File: src/rtl/sap_control_sequencer.sv
// SAP-U microcode sequencer: T-state counter, halt latch and opcode decode into the control word.
// Optional build macro SEQ_EARLY_RESET_EN: step counter returns to T0 right after an instruction's last active step.
module sap_control_sequencer #(
    parameter int unsigned NUM_STEPS = 5
) (
    input  logic       clk,
    input  logic       reset,
    input  logic [3:0] opcode,
    input  logic [1:0] flags,
    output logic [2:0] step,
    output logic       halted,
    output logic       hlt,
    output logic       mi_n,
    output logic       ri_n,
    output logic       ro_n,
    output logic       io_n,
    output logic       ii_n,
    output logic       ai_n,
    output logic       ao_n,
    output logic       eo_n,
    output logic       bi_n,
    output logic       oi_n,
    output logic       co_n,
    output logic       j_n,
    output logic       fi_n,
    output logic       su,
    output logic       ce
);

    localparam logic [2:0] T0 = 3'd0;
    localparam logic [2:0] T1 = 3'd1;
    localparam logic [2:0] T2 = 3'd2;
    localparam logic [2:0] T3 = 3'd3;
    localparam logic [2:0] T4 = 3'd4;
    localparam logic [2:0] LAST_STEP = 3'(NUM_STEPS - 1);

    localparam logic [3:0] OP_NOP = 4'b0000;
    localparam logic [3:0] OP_LDA = 4'b0001;
    localparam logic [3:0] OP_ADD = 4'b0010;
    localparam logic [3:0] OP_SUB = 4'b0011;
    localparam logic [3:0] OP_STA = 4'b0100;
    localparam logic [3:0] OP_LDI = 4'b0101;
    localparam logic [3:0] OP_JMP = 4'b0110;
    localparam logic [3:0] OP_JC  = 4'b0111;
    localparam logic [3:0] OP_JZ  = 4'b1000;
    localparam logic [3:0] OP_OUT = 4'b1110;
    localparam logic [3:0] OP_HLT = 4'b1111;

    logic [2:0] step_q;
    logic       halted_q;
    logic [2:0] last_step;
    logic       hlt_exec;

    assign step     = step_q;
    assign halted   = halted_q;
    assign hlt_exec = !halted_q && (step_q == T2) && (opcode == OP_HLT);

    always_comb begin
`ifdef SEQ_EARLY_RESET_EN
        case (opcode)
            OP_LDA, OP_STA:                         last_step = T3;
            OP_ADD, OP_SUB:                         last_step = T4;
            OP_LDI, OP_JMP, OP_JC, OP_JZ, OP_OUT:   last_step = T2;
            OP_HLT:                                 last_step = LAST_STEP;
            default:                                last_step = T1;
        endcase
`else
        last_step = LAST_STEP;
`endif
    end

    // HLT freezes the counter at T2; only reset releases it.
    always_ff @(posedge clk) begin
        if (reset) begin
            step_q   <= T0;
            halted_q <= 1'b0;
        end else if (!halted_q) begin
            if (hlt_exec) begin
                halted_q <= 1'b1;
            end else if (step_q == last_step) begin
                step_q <= T0;
            end else begin
                step_q <= step_q + 3'd1;
            end
        end
    end

    always_comb begin
        hlt  = 1'b0;
        mi_n = 1'b1;
        ri_n = 1'b1;
        ro_n = 1'b1;
        io_n = 1'b1;
        ii_n = 1'b1;
        ai_n = 1'b1;
        ao_n = 1'b1;
        eo_n = 1'b1;
        bi_n = 1'b1;
        oi_n = 1'b1;
        co_n = 1'b1;
        j_n  = 1'b1;
        fi_n = 1'b1;
        su   = 1'b0;
        ce   = 1'b0;
        if (!reset) begin
            if (halted_q) begin
                hlt = 1'b1;
            end else begin
                case (step_q)
                    T0: begin
                        co_n = 1'b0;
                        mi_n = 1'b0;
                    end
                    T1: begin
                        ro_n = 1'b0;
                        ii_n = 1'b0;
                        ce   = 1'b1;
                    end
                    T2: begin
                        case (opcode)
                            OP_LDA, OP_ADD, OP_SUB, OP_STA: begin
                                io_n = 1'b0;
                                mi_n = 1'b0;
                            end
                            OP_LDI: begin
                                io_n = 1'b0;
                                ai_n = 1'b0;
                            end
                            OP_JMP: begin
                                io_n = 1'b0;
                                j_n  = 1'b0;
                            end
                            OP_JC: begin
                                io_n = !flags[0];
                                j_n  = !flags[0];
                            end
                            OP_JZ: begin
                                io_n = !flags[1];
                                j_n  = !flags[1];
                            end
                            OP_OUT: begin
                                ao_n = 1'b0;
                                oi_n = 1'b0;
                            end
                            OP_HLT:  hlt = 1'b1;
                            default: ;
                        endcase
                    end
                    T3: begin
                        case (opcode)
                            OP_LDA: begin
                                ro_n = 1'b0;
                                ai_n = 1'b0;
                            end
                            OP_ADD, OP_SUB: begin
                                ro_n = 1'b0;
                                bi_n = 1'b0;
                            end
                            OP_STA: begin
                                ao_n = 1'b0;
                                ri_n = 1'b0;
                            end
                            default: ;
                        endcase
                    end
                    T4: begin
                        if (opcode == OP_ADD || opcode == OP_SUB) begin
                            eo_n = 1'b0;
                            ai_n = 1'b0;
                            fi_n = 1'b0;
                            su   = (opcode == OP_SUB);
                        end
                    end
                    default: ;
                endcase
            end
        end
    end

endmodule

File: config.mk
export PLATFORM = sky130hd
export DESIGN_NAME = sap_control_sequencer
export DESIGN_NICKNAME = d
export VERILOG_FILES = /design/src/rtl/sap_control_sequencer.sv
export SDC_FILE = /design/constraint.sdc
export NUM_CORES = 1
export LEC_CHECK = 0
export CORE_MARGIN = 2
export CORE_UTILIZATION = 39
export CTS_CLUSTER_SIZE = 25
export DETAILED_ROUTE_END_ITERATION = 6
export PLACE_DENSITY = 0.78
export SYNTH_ARGS = -nofsm -noshare
export SYNTH_HDL_FRONTEND = slang
export SYNTH_SLANG_ARGS = --single-unit
File: constraint.sdc
create_clock -name clk -period 1.8 [get_ports clk]
set_input_delay 0.18 -clock clk [delete_from_list [all_inputs] [get_ports clk]]
set_output_delay 0.18 -clock clk [all_outputs]
set_load 0.02 [all_outputs]
# Word level (Yosys, flattened, before mapping)
# Index checks and enable logic that the tools add are counted.
op_classes:
  addsub: 1
  n_eq_ne: 14
  n_mux: 60
  bitwise: 2
  reduce_logical: 12
op_table:
  columns: ["op", "n"]
  rows:
  - ["$mux 1", 53]
  - ["$eq 4x3->1 const B", 4]
  - ["$eq 4x4->1 const B", 3]
  - ["$pmux 1 s3", 3]
  - ["$eq 4x2->1 const B", 2]
  - ["$eq 3x2->1 const B", 2]
  - ["$pmux 1 s2", 3]
  - ["$reduce_or 6->1", 1]
  - ["$eq 4x1->1 const B", 1]
  - ["$reduce_or 4->1", 1]
  - ["$add 3x1->3 const B", 1]
  - ["$eq 3x1->1 const B", 1]
  - ["$eq 3x3->1 const B", 1]
  - ["$logic_not 1->1", 3]
  - ["$logic_not 3->1", 1]
  - ["$mux 3", 1]
  - ["$reduce_or 3->1", 1]
  - ["$logic_and 1x1->1", 2]
  - ["$not 1->1", 2]
  - ["$reduce_and 2->1", 1]
  - ["$reduce_or 2->1", 1]
  - ["$logic_or 1x1->1", 1]
totals:
  regBits: 4
  in_bits: 8
  output_inout_bits: 20
  word_cells: 91

# Depth between registers and ports, before layout
# Gate-level depths: netlist of run 1.
logic_depth:
  depth_word: 6
  mapped_depth: 6
  mapped_depth_nobuf: 5

# Worst setup path before layout of run 1
# No wires, ideal clock.
synth_timing:
  path_type: "flip-flop to output port"
  startpoint: "register step_q[0] (netlist: step[0])"
  endpoint: "output port ai_n"
  arrival_time_ns: 1.558
  required_time_ns: 1.620
  path_slack_ns: 0.062
  stages_incl_launch_ff: 6
  n_path_buf: 0
  cell_sequence: "dfxtp_1 -> inv_1 -> ha_1 -> or2_2 -> a32o_1 -> nand4_1"
synth_between:
  elab_chain_len: 4
  elab_cells_between_ends: 6
  cone_classes: "eq/ne (3); mux (3)"
synth_rtl:
  columns: ["element", "line", "source"]
  rows:
  - ["start, declared", "49", "logic [2:0] step_q;"]
  - ["start signal, assigned", "83", "step_q <= step_q + 3'd1;"]
  - ["$eq 3x3->1 / $eq 3x2->1 (equally long branches)", "109", "case (step_q)"]
  - ["$pmux 1 s3 *", "109", null]
  - ["$mux 1 *", "106", "if (halted_q) begin"]
  - ["$mux 1 *", "105", "if (!reset) begin"]
  - ["end, declared", "18", "output logic ai_n,"]
# Mark *: on every way between the ends. The rest lies on a longest branch, timed or not.

# Worst setup path after layout of run 1
layout_timing:
  startpoint: "register step_q[0] (netlist: step[0])"
  endpoint: "output port ao_n"
layout_between:
  elab_chain_len: 4
  elab_cells_between_ends: 5
  cone_classes: "eq/ne (2); mux (3)"
layout_rtl:
  columns: ["element", "line", "source"]
  rows:
  - ["$eq 3x2->1", "109", null]
  - ["$pmux 1 s2 *", "109", null]
  - ["$mux 1 *", "106", null]
  - ["$mux 1 *", "105", null]
  - ["end, declared", "19", "output logic ao_n,"]
# Marks and branches as above.

==> results of run 1 <==
## per-stage QoR
step | TNS (ps) | util | area [µm²] | hold slack [ps] | total power, mW
final | 0 | 0.813 | 1080 | 528 | 0.571
after global routing | -101 | 0.813 | 1080 | 570 | 0.613
after CTS | -56.1 | 0.750 | 1000 | 534 | 0.532
after detailed placement | -3310 | 0.750 | 1000 | 529 | 0.425
after global placement | -2930 | 0.750 | 1000 | 516 | 0.416
after floorplan | 0 | - | 564 | 424 | 0.264
## worst register-to-register path, stage by stage, from the launching register on
cell      delay (ps)
dfxtp_2          330
inv_2             80
ha_4             130
buf_6            110
nand4b_4         100
o21a_1           190
buf_4            140
o31ai_1          190
## cell families (layout without fill, tap and decap cells)
kind of cell / after synthesis / count (layout) / synth area share
and+or+nand+nor: 32 / 32 / 0.375
DFF: 4 / 4 / 0.142
AOI/OAI and AO/OA: 21 / 21 / 0.262
buffers and inverters: 13 / 64 / 0.111
adders and majority gates: 5 / 5 / 0.111
## synthesized netlist by cell type (all sizes together), types with 2 or more instances
| library cell | number | share of area |
|---|---|---|
| a21oi | 2 | 0.018 |
| buf | 5 | 0.058 |
| dfxtp | 4 | 0.14 |
| ha | 5 | 0.11 |
| inv | 8 | 0.053 |
| nand2 | 3 | 0.024 |
| nand2b | 4 | 0.049 |
| nand3 | 3 | 0.027 |
| nand4 | 3 | 0.033 |
| nor2 | 7 | 0.051 |
| nor3 | 3 | 0.035 |
| o2111ai | 2 | 0.031 |
| o211ai | 2 | 0.027 |
| o21ai | 6 | 0.053 |
| o31ai | 4 | 0.053 |
## flip-flops by register name, indices dropped and copies added, names as in the netlist
name,flops
halted,1
step,3
## layer usage
layer  vias to the layer above  GRT usage  wire length [µm]
met2                        27      0.378               989
met5                         -          0                 0
li1                        380          -                 -
met1                       343      0.262               823
met3                         2     0.0517               126
met4                         0     0.0563                11
## power groups by stage
stage               Sequential, mW  Clock [mW]  Combinational [mW]
floorplan                    0.118           0               0.145
global placement             0.108           0               0.308
detailed placement           0.109           0               0.316
CTS                          0.109       0.118               0.305
global route                 0.118       0.128               0.368
finish                       0.115       0.114               0.341
## path summary, 6_finish.rpt
path | start | endpoint | slack (ps) | depth (start not counted)
setup / recovery | step[0] | ao_n | 30 | 7
hold / removal | halted | step[2] | 530 | 2
setup reg to reg | step[0] | step[1] | 440 | 7
hold reg to reg | halted | step[2] | 530 | 2
## cells in the final DEF (no fill, tap or decap), types with 2 or more instances in the layout
| cell | instances |
|---|---|
| clkbuf_2 | 2 |
| nand2_1 | 2 |
| a21oi_1 | 2 |
| ha_1 | 2 |
| buf_6 | 2 |
| clkdlybuf4s50_1 | 8 |
| buf_4 | 28 |
| buf_2 | 2 |
| dlymetal6s2s_1 | 3 |
| dlygate4sd2_1 | 5 |
| nor2_2 | 2 |
| nand4_1 | 3 |
| dfxtp_1 | 2 |
| o211ai_1 | 2 |
| clkbuf_4 | 3 |
| nand2b_1 | 2 |
| o21ai_1 | 3 |
| o21ai_0 | 3 |
| clkdlybuf4s15_2 | 2 |
| o31ai_1 | 3 |
| nor2_1 | 5 |
| nand3_1 | 3 |
| ha_4 | 3 |
| nor3_1 | 2 |
| inv_1 | 7 |
## layout make-up
type | count | area (µm²) | share of cell area
multi-input combinational | 58 | 482 | 0.444
sequential | 4 | 85.1 | 0.0784
inverter | 8 | 30.0 | 0.0277
tap | 15 | 18.8 | 0.0173
timing repair buffer | 53 | 447 | 0.412
clock buffer | 3 | 22.5 | 0.0208
## what timing repair did
item | CTS | global route
gates resized for setup | 47 | 21
pin swaps | 1 | 5
endpoints found under the setup margin | 16 | 11
setup buffers | 0 | 2
hold buffers | 0 | 0
gates cloned | 0 | 0
==> flow_summary.json, run 1 <==
{
  "timing_hold_violations_final": 0,
  "switching_share": 0.385,
  "die_h_um": 42.0,
  "global_route_wire_length_before_repair_um": 2930,
  "io_buffer_count": 27,
  "p_leak_nw": 0.511,
  "cp_cell_instances": "buf_6, ha_4, ha_4, buf_4, o31ai_2, o2111ai_2, buf_4",
  "layout.filler_cells": 98,
  "final_antenna_diode_count": 0,
  "worst_path_max_delay_cell": "dfxtp_2",
  "setup_viol": 0,
  "final_critical_path_setup_slack_ps": 33.9,
  "worst_setup_timing_slack_at_the_placement_stage_ps": -400,
  "result_of_the_run": "complete, no violations",
  "mean_area_per_synthesized_cell_um2": 7.52,
  "drtIter0Drc": 19,
  "layout.nets": 141,
  "edff_count_synth": 0,
  "drc_errors": 0,
  "fp.dieW_um": 42.0,
  "vias": 752,
  "io_pins": 28,
  "crit_required_ps": 1620,
  "synth.yosys.seq_area_share": 0.142,
  "final_antenna_net_count": 0,
  "clock_path_buffers": 2,
  "layout.cells.non_filler": 141,
  "synth_cells": 75,
  "p_seq_frac": 0.202,
  "initial_standard_cell_utilization_of_the_core": 0.423,
  "placementRows": 13,
  "final.period_utilization": 0.981,
  "antenna_violations_before_repair": 0,
  "ir_drop_uv": 538,
  "slew_viol_final": 0,
  "criticalPathCategory": "reg2out",
  "synthesis.area_um2": 564,
  "setup.worst_path.end_class": "output pin",
  "ys_seq_elements": 4,
  "wl_um": 1950,
  "clock_power_share": 0.201,
  "post-place-cells": 136,
  "tritoncts_num_sinks": 4,
  "finalWorstPathRequiredPeriod_ps": 1770,
  "h-tree-depth": 1,
  "avgViaCountPerCell": 5.33,
  "cts_root_buf": "clkbuf_4",
  "main_synth_ff_type": "dfxtp_1",
  "timing.fmax_mhz": 566,
  "async_reset_ff_frac": 0,
  "numCtsBuffers": 3,
  "p_switching_mw": 0.220,
  "worstPathMaxFanout": 4,
  "cts_tree": "yes",
  "internal-power_mw": 0.351,
  "area.growth.synth_to_final_pct": 92.2,
  "relSlewSlack": 0.806,
  "max_slew.worst_pin.slew_ps": 290,
  "insertion_delay_ps": 240,
  "core_area_um2": 1330,
  "drive_above_1_share": 0.460,
  "detailed_place_hpwl_um": 1450,
  "grt.total_usage": 0.215,
  "maxCapViolCount": 0,
  "floorplan.die_area_um2": 1770,
  "hold_class": "reg2reg",
  "timing.critical_path.buf_inv": 3,
  "path_clk_slew_ps": 40,
  "type_of_element_launching_the_critical_path": "register",
  "post_synth_num_cell_types": 35,
  "grt_start_max_net_pins": 9,
  "grt_setup_unrepaired": "yes",
  "critPathTopFamily": "buffers and inverters",
  "worst-endpoint-arrival_ps": 1590,
  "wl_per_cell_um": 13.8,
  "grt_remaining_overflow": 0,
  "drt_pre_antenna_iters": 4,
  "fin_worst_skew_ps": 5.40,
  "critical-path-max-stage-delay_ps": 330,
  "synthesis.nets": 88,
  "cellPowerDensity_nw_per_um2": 526,
  "place_congestion": 0.812,
  "vias_in_the_first_global_route": 650,
  "power.combinational.fraction": 0.597,
  "yosys_warnings": 0
}
Power figures use the tool's default switching activity.
==> inputs of run 2 (changes only) <==
CELL_PAD_IN_SITES_DETAIL_PLACEMENT = 0   (was unset)
CELL_PAD_IN_SITES_GLOBAL_PLACEMENT = 1   (was unset)
CORE_UTILIZATION = 26   (was 39)
PLACE_DENSITY = unset   (was 0.78)
PLACE_DENSITY_LB_ADDON = 0.1   (was unset)
==> run 2 against run 1 <==
Clock power barely moved. Worst hold slack got worse by 7.2 ps. Via count is 4.4% lower. Final cell count is 7.1% higher. Global-route usage shrank 6.6 points. Register-to-register slack lost 40 ps. Total power is 6.6% lower. Sequential cell count unchanged. Critical endpoint is now bi_n.
==> flow_summary.json, run 2 (synthesis results as in run 1) <==
{
  "result_of_the_run": "complete, no violations",
  "route.layer.met1.wl_um": 819,
  "clock_power_share": 0.215,
  "largest_register_ffs": 3,
  "layout.filler_cells": 215,
  "crit_required_ps": 1620,
  "avgViaCountPerCell": 4.76,
  "worst-endpoint-arrival_ps": 1550,
  "cellPowerDensity_nw_per_um2": 517,
  "wl_per_cell_um": 11.0,
  "max_slew.worst_pin.slew_ps": 294,
  "io_pins": 28,
  "layout.core_utilization": 0.515,
  "drive_above_1_share": 0.427,
  "timing_hold_violations_final": 0,
  "dr_wl_met3_um": 70,
  "crit_start": "step[0]",
  "insertion_delay_ps": 240,
  "io_buffer_count": 27,
  "switching_share": 0.380,
  "drtIter0Drc": 6,
  "met2_length_um": 760,
  "timing.fmax_mhz": 577,
  "cts_tree": "yes",
  "postCtsSetupRepairBufs": 0,
  "vias_in_the_first_global_route": 717,
  "drt_pre_antenna_iters": 4,
  "final.period_utilization": 0.963,
  "design_area_um2": 1030,
  "layout.cells.non_filler": 151,
  "p_leak_nw": 0.488,
  "grt.total_usage": 0.149,
  "h-tree-depth": 1,
  "place_congestion": 0.758,
  "wl_um": 1670,
  "timing.hold.ws_ps": 521,
  "fin_worst_skew_ps": 3.40,
  "internal-power_mw": 0.331,
  "finalWorstPathRequiredPeriod_ps": 1730,
  "r2r-start": "step[0]",
  "p_switching_mw": 0.202,
  "multiInputGateArea_um2": 444,
  "antenna_violations_before_repair": 0,
  "global_route_wire_length_before_repair_um": 2930,
  "worstPathMaxFanout": 6,
  "layout.nets": 139,
  "path_clk_slew_ps": 40,
  "highest_layer": "met4",
  "grt_remaining_overflow": 0,
  "layout.cells.most_common_list": "buf_4, inv_1, clkdlybuf4s50_1",
  "core_area_um2": 2000,
  "placementRows": 16,
  "setup.worst_path.end_class": "output pin",
  "slew_viol_final": 0,
  "final_antenna_diode_count": 0,
  "die_h_um": 50.6,
  "criticalPathCategory": "reg2out",
  "final_antenna_net_count": 0,
  "numCtsBuffers": 3,
  "hold_class": "reg2reg",
  "ir_drop_uv": 253,
  "drc_errors": 0,
  "area.growth.synth_to_final_pct": 82.7,
  "vias": 719,
  "cts_hold_buf": 0,
  "detailed_place_hpwl_um": 1330,
  "detailed_place.area_um2": 1020,
  "clock_path_buffers": 2,
  "relSlewSlack": 0.804,
  "layout.area.seq_um2": 85.1,
  "tritoncts_num_sinks": 4,
  "cts_root_buf": "clkbuf_4",
  "grt_start_max_net_pins": 10,
  "power.combinational.fraction": 0.579,
  "reg2reg_slack_ps": 400,
  "fp.dieW_um": 50.6,
  "type_of_element_launching_the_critical_path": "register",
  "grt_setup_unrepaired": "yes",
  "maxCapViolCount": 0,
  "post-place-cells": 148,
  "setup_viol": 0,
  "initial_standard_cell_utilization_of_the_core": 0.282,
  "timing.hold.worst.start": "halted",
  "p_seq_frac": 0.206,
  "floorplan.die_area_um2": 2560,
  "layout.cells.most_common": "buf_4"
}
run 2: changes by cell type in the layout (fill, tap and decap cells not counted), sizes merged:
cell,change
clkdlybuf4s15,-1
buf,-1
clkdlybuf4s50,-1
dlygate4sd2,+1
run 2: metal layers:
layer	track usage	vias up
met5	0	-
met2	0.248	21
met1	0.184	319
met3	0.0298	2
li1	-	377
met4	0.0676	0
run 2: power groups by stage:
| stage | Sequential (mW) | Clock, mW | Combinational, mW |
|---|---|---|---|
| 2_1_floorplan | 0.118 | 0 | 0.145 |
| 3_3_place_gp | 0.108 | 0 | 0.315 |
| 3_5_place_dp | 0.108 | 0 | 0.316 |
| 4_1_cts | 0.107 | 0.120 | 0.304 |
| 5_1_grt | 0.111 | 0.133 | 0.341 |
| 6_report | 0.110 | 0.115 | 0.308 |
run 2: per-stage QoR:
step | setup slack (ps) | setup TNS [ps] | total power [mW]
floorplan | 61.6 | 0 | 0.264
global placement | -332 | -3260 | 0.423
detailed placement | -344 | -3380 | 0.424
CTS | -12.7 | -12.7 | 0.531
global route | -17.3 | -17.3 | 0.584
finish | 67.3 | 0 | 0.533
run 2: critical path, stage by stage, from the launching register on:
cell           delay [ps]
dfxtp_4               340
ha_1                  210
ha_2                  210
buf_4                 140
nand4_1                70
dlygate4sd2_1         330
run 2: area by class of cell:
| class | instances | area share |
|---|---|---|
| multi-input cells | 58 | 0.431 |
| repair buffers | 51 | 0.403 |
| flip-flops and latches | 4 | 0.0825 |
| well taps | 27 | 0.0328 |
| inverters | 8 | 0.0291 |
| clock buffers | 3 | 0.0218 |
run 2: what timing repair did:
item / CTS / global route
resized for setup: 47 / 16
gates cloned: 0 / 0
pin swaps: 0 / 1
endpoints found under the setup margin: 16 / 12
run 2: final timing paths:
path | to | cells after the start
hold / removal | step[2] | 2
setup / recovery | bi_n | 5
hold reg to reg | step[2] | 2
setup reg to reg | step[1] | 7
==> inputs of run 3 (changes only) <==
CORE_UTILIZATION = 29   (was 26)
MAX_ROUTING_LAYER = met4   (was unset)
clock period = 2 ns   (was 1.8 ns; I/O delays follow)
==> run 3 against run 2 <==
Final cell count fell by 2.0%. Utilization grew 4.8 points. First-iteration DRC count grew 83%. Critical path depth is 1 higher. Via count fell by 1.4%. Die area down 9.5%. Clock skew decreased by 1.5 ps. Sequential cell count unchanged. Clock-buffer cell count did not move. Routed wire length fell by 3.4%. Design area is 2.7% lower. Critical endpoint is now mi_n. Highest routed layer is now met3.
==> flow_summary.json, run 3 (synthesis results as in run 1) <==
{
  "io_buffer_count": 27,
  "grt.total_usage": 0.166,
  "cts_root_buf": "clkbuf_4",
  "vias_in_the_first_global_route": 616,
  "worst_path_max_delay_cell": "dfxtp_1",
  "final_antenna_net_count": 0,
  "type_of_element_launching_the_critical_path": "register",
  "layout.cells.most_common": "buf_4",
  "cp.depth": 6,
  "detailed_place_hpwl_um": 1290,
  "cellPowerDensity_nw_per_um2": 462,
  "result_of_the_run": "complete, no violations",
  "area.growth.synth_to_final_pct": 77.8,
  "drc_errors": 0,
  "whs_path_depth": 2,
  "fin_worst_skew_ps": 1.91,
  "wl_um": 1610,
  "ir_drop_uv": 215,
  "criticalPathCategory": "reg2out",
  "setup_viol": 0,
  "global_route_wire_length_before_repair_um": 2630,
  "largest_register_ffs": 3,
  "layout.nets": 138,
  "path_clk_slew_ps": 40,
  "relSlewSlack": 0.800,
  "timing.fmax_mhz": 530,
  "floorplan.die_area_um2": 2310,
  "core_area_um2": 1780,
  "r2r-start": "step[0]",
  "slew_viol_final": 0,
  "worstPathMaxFanout": 4,
  "vias": 709,
  "initial_standard_cell_utilization_of_the_core": 0.316,
  "numCtsBuffers": 3,
  "worst-endpoint-arrival_ps": 1690,
  "critical-path-max-stage-delay_ps": 350,
  "cp_cell_instances": "inv_1, ha_1, buf_4, and4bb_2, o21ai_1, clkdlybuf4s15_1",
  "drt_pre_antenna_iters": 4,
  "final.period_utilization": 0.944,
  "crit_required_ps": 1800,
  "grt_start_max_net_pins": 9,
  "cts_tree": "yes",
  "fp.dieW_um": 48.1,
  "grt_remaining_overflow": 0,
  "postCtsSetupRepairBufs": 0,
  "antenna_violations_before_repair": 0,
  "timing.critical_path.buf_inv": 3,
  "finalWorstPathRequiredPeriod_ps": 1890,
  "hold_class": "reg2reg",
  "drtIter0Drc": 11,
  "h-tree-depth": 1,
  "layout.cells.most_common_list": "buf_4, clkdlybuf4s50_1, inv_1, dlygate4sd2_1",
  "placementRows": 15,
  "r2r.worst_path.cells": 7,
  "drive_above_1_share": 0.317,
  "cts_hold_buf": 0,
  "crit_start": "step[0]",
  "timing_hold_violations_final": 0,
  "tritoncts_num_sinks": 4,
  "grt_setup_unrepaired": "no",
  "avgViaCountPerCell": 4.79,
  "post-place-cells": 145,
  "clock_path_buffers": 2,
  "io_pins": 28,
  "critPathTopFamily": "buffers and inverters",
  "layout.filler_cells": 178,
  "timing.hold.ws_ps": 528,
  "max_slew.worst_pin.slew_ps": 300,
  "reg2reg_slack_ps": 550,
  "insertion_delay_ps": 240,
  "place_congestion": 0.740,
  "layout.cells.non_filler": 148,
  "die_h_um": 48.1,
  "p_leak_nw": 0.458,
  "final_antenna_diode_count": 0,
  "timing.hold.worst.start": "halted",
  "maxCapViolCount": 0,
  "setup.worst_path.end_class": "output pin",
  "wl_per_cell_um": 10.9
}
## run 3: changes by cell type in the layout (fill, tap and decap cells not counted), sizes merged
cell,delta
dlygate4sd2,+2
clkdlybuf4s15,-1
buf,-7
clkbuf,+1
clkdlybuf4s50,+6
dlymetal6s2s,-2
## run 3: through the flow
| stage | utilization | cell area [µm²] | power [mW] | worst slack (ps) | TNS, ps |
|---|---|---|---|---|---|
| after floorplan | - | 564 | 0.237 | 242 | 0 |
| after global placement | 0.564 | 1010 | 0.371 | -166 | -1180 |
| after detailed placement | 0.564 | 1010 | 0.372 | -203 | -1340 |
| after CTS | 0.572 | 1020 | 0.472 | 2.37 | 0 |
| after global routing | 0.563 | 1000 | 0.503 | 1.15 | 0 |
| final | 0.563 | 1000 | 0.464 | 112 | 0 |
## run 3: per-layer routing
metal / share of wire / GRT usage / wire length [µm]
met1: 0.52 / 0.228 / 840
met2: 0.43 / 0.245 / 695
met3: 0.046 / 0.0556 / 74
met4: 0 / 0.0162 / 0
met5: 0 / - / 0
## run 3: cell type report
type                       count  area (µm²)  area share
clock buffer                   3        22.5      0.0224
multi-input combinational     58         424       0.423
timing repair buffer          50         415       0.414
sequential                     4        80.1      0.0798
inverter                       8        30.0      0.0299
tap                           25        31.3      0.0312
## run 3: repair_timing
action                                  in CTS  in global routing
cloned                                       0                  0
pin swaps                                    1                  0
endpoints found under the setup margin      13                  6
gates resized for setup                     18                  7
## run 3: final timing paths
check                  to
hold reg to reg   step[2]
setup / recovery     mi_n
setup reg to reg  step[1]
hold / removal    step[2]
## run 3: where the power goes
part	leakage (nW)	internal, mW	total (mW)	switching (mW)
logic	0.411	0.135	0.266	0.131
registers	0.0329	0.0885	0.0956	0.00718
clock network	0.0138	0.0673	0.102	0.0352
## run 3: tightest hold or removal path: stages, from the launching register on
cell and delay (ps):
dfxtp_1 350, nand2_1 80, a21oi_1 50
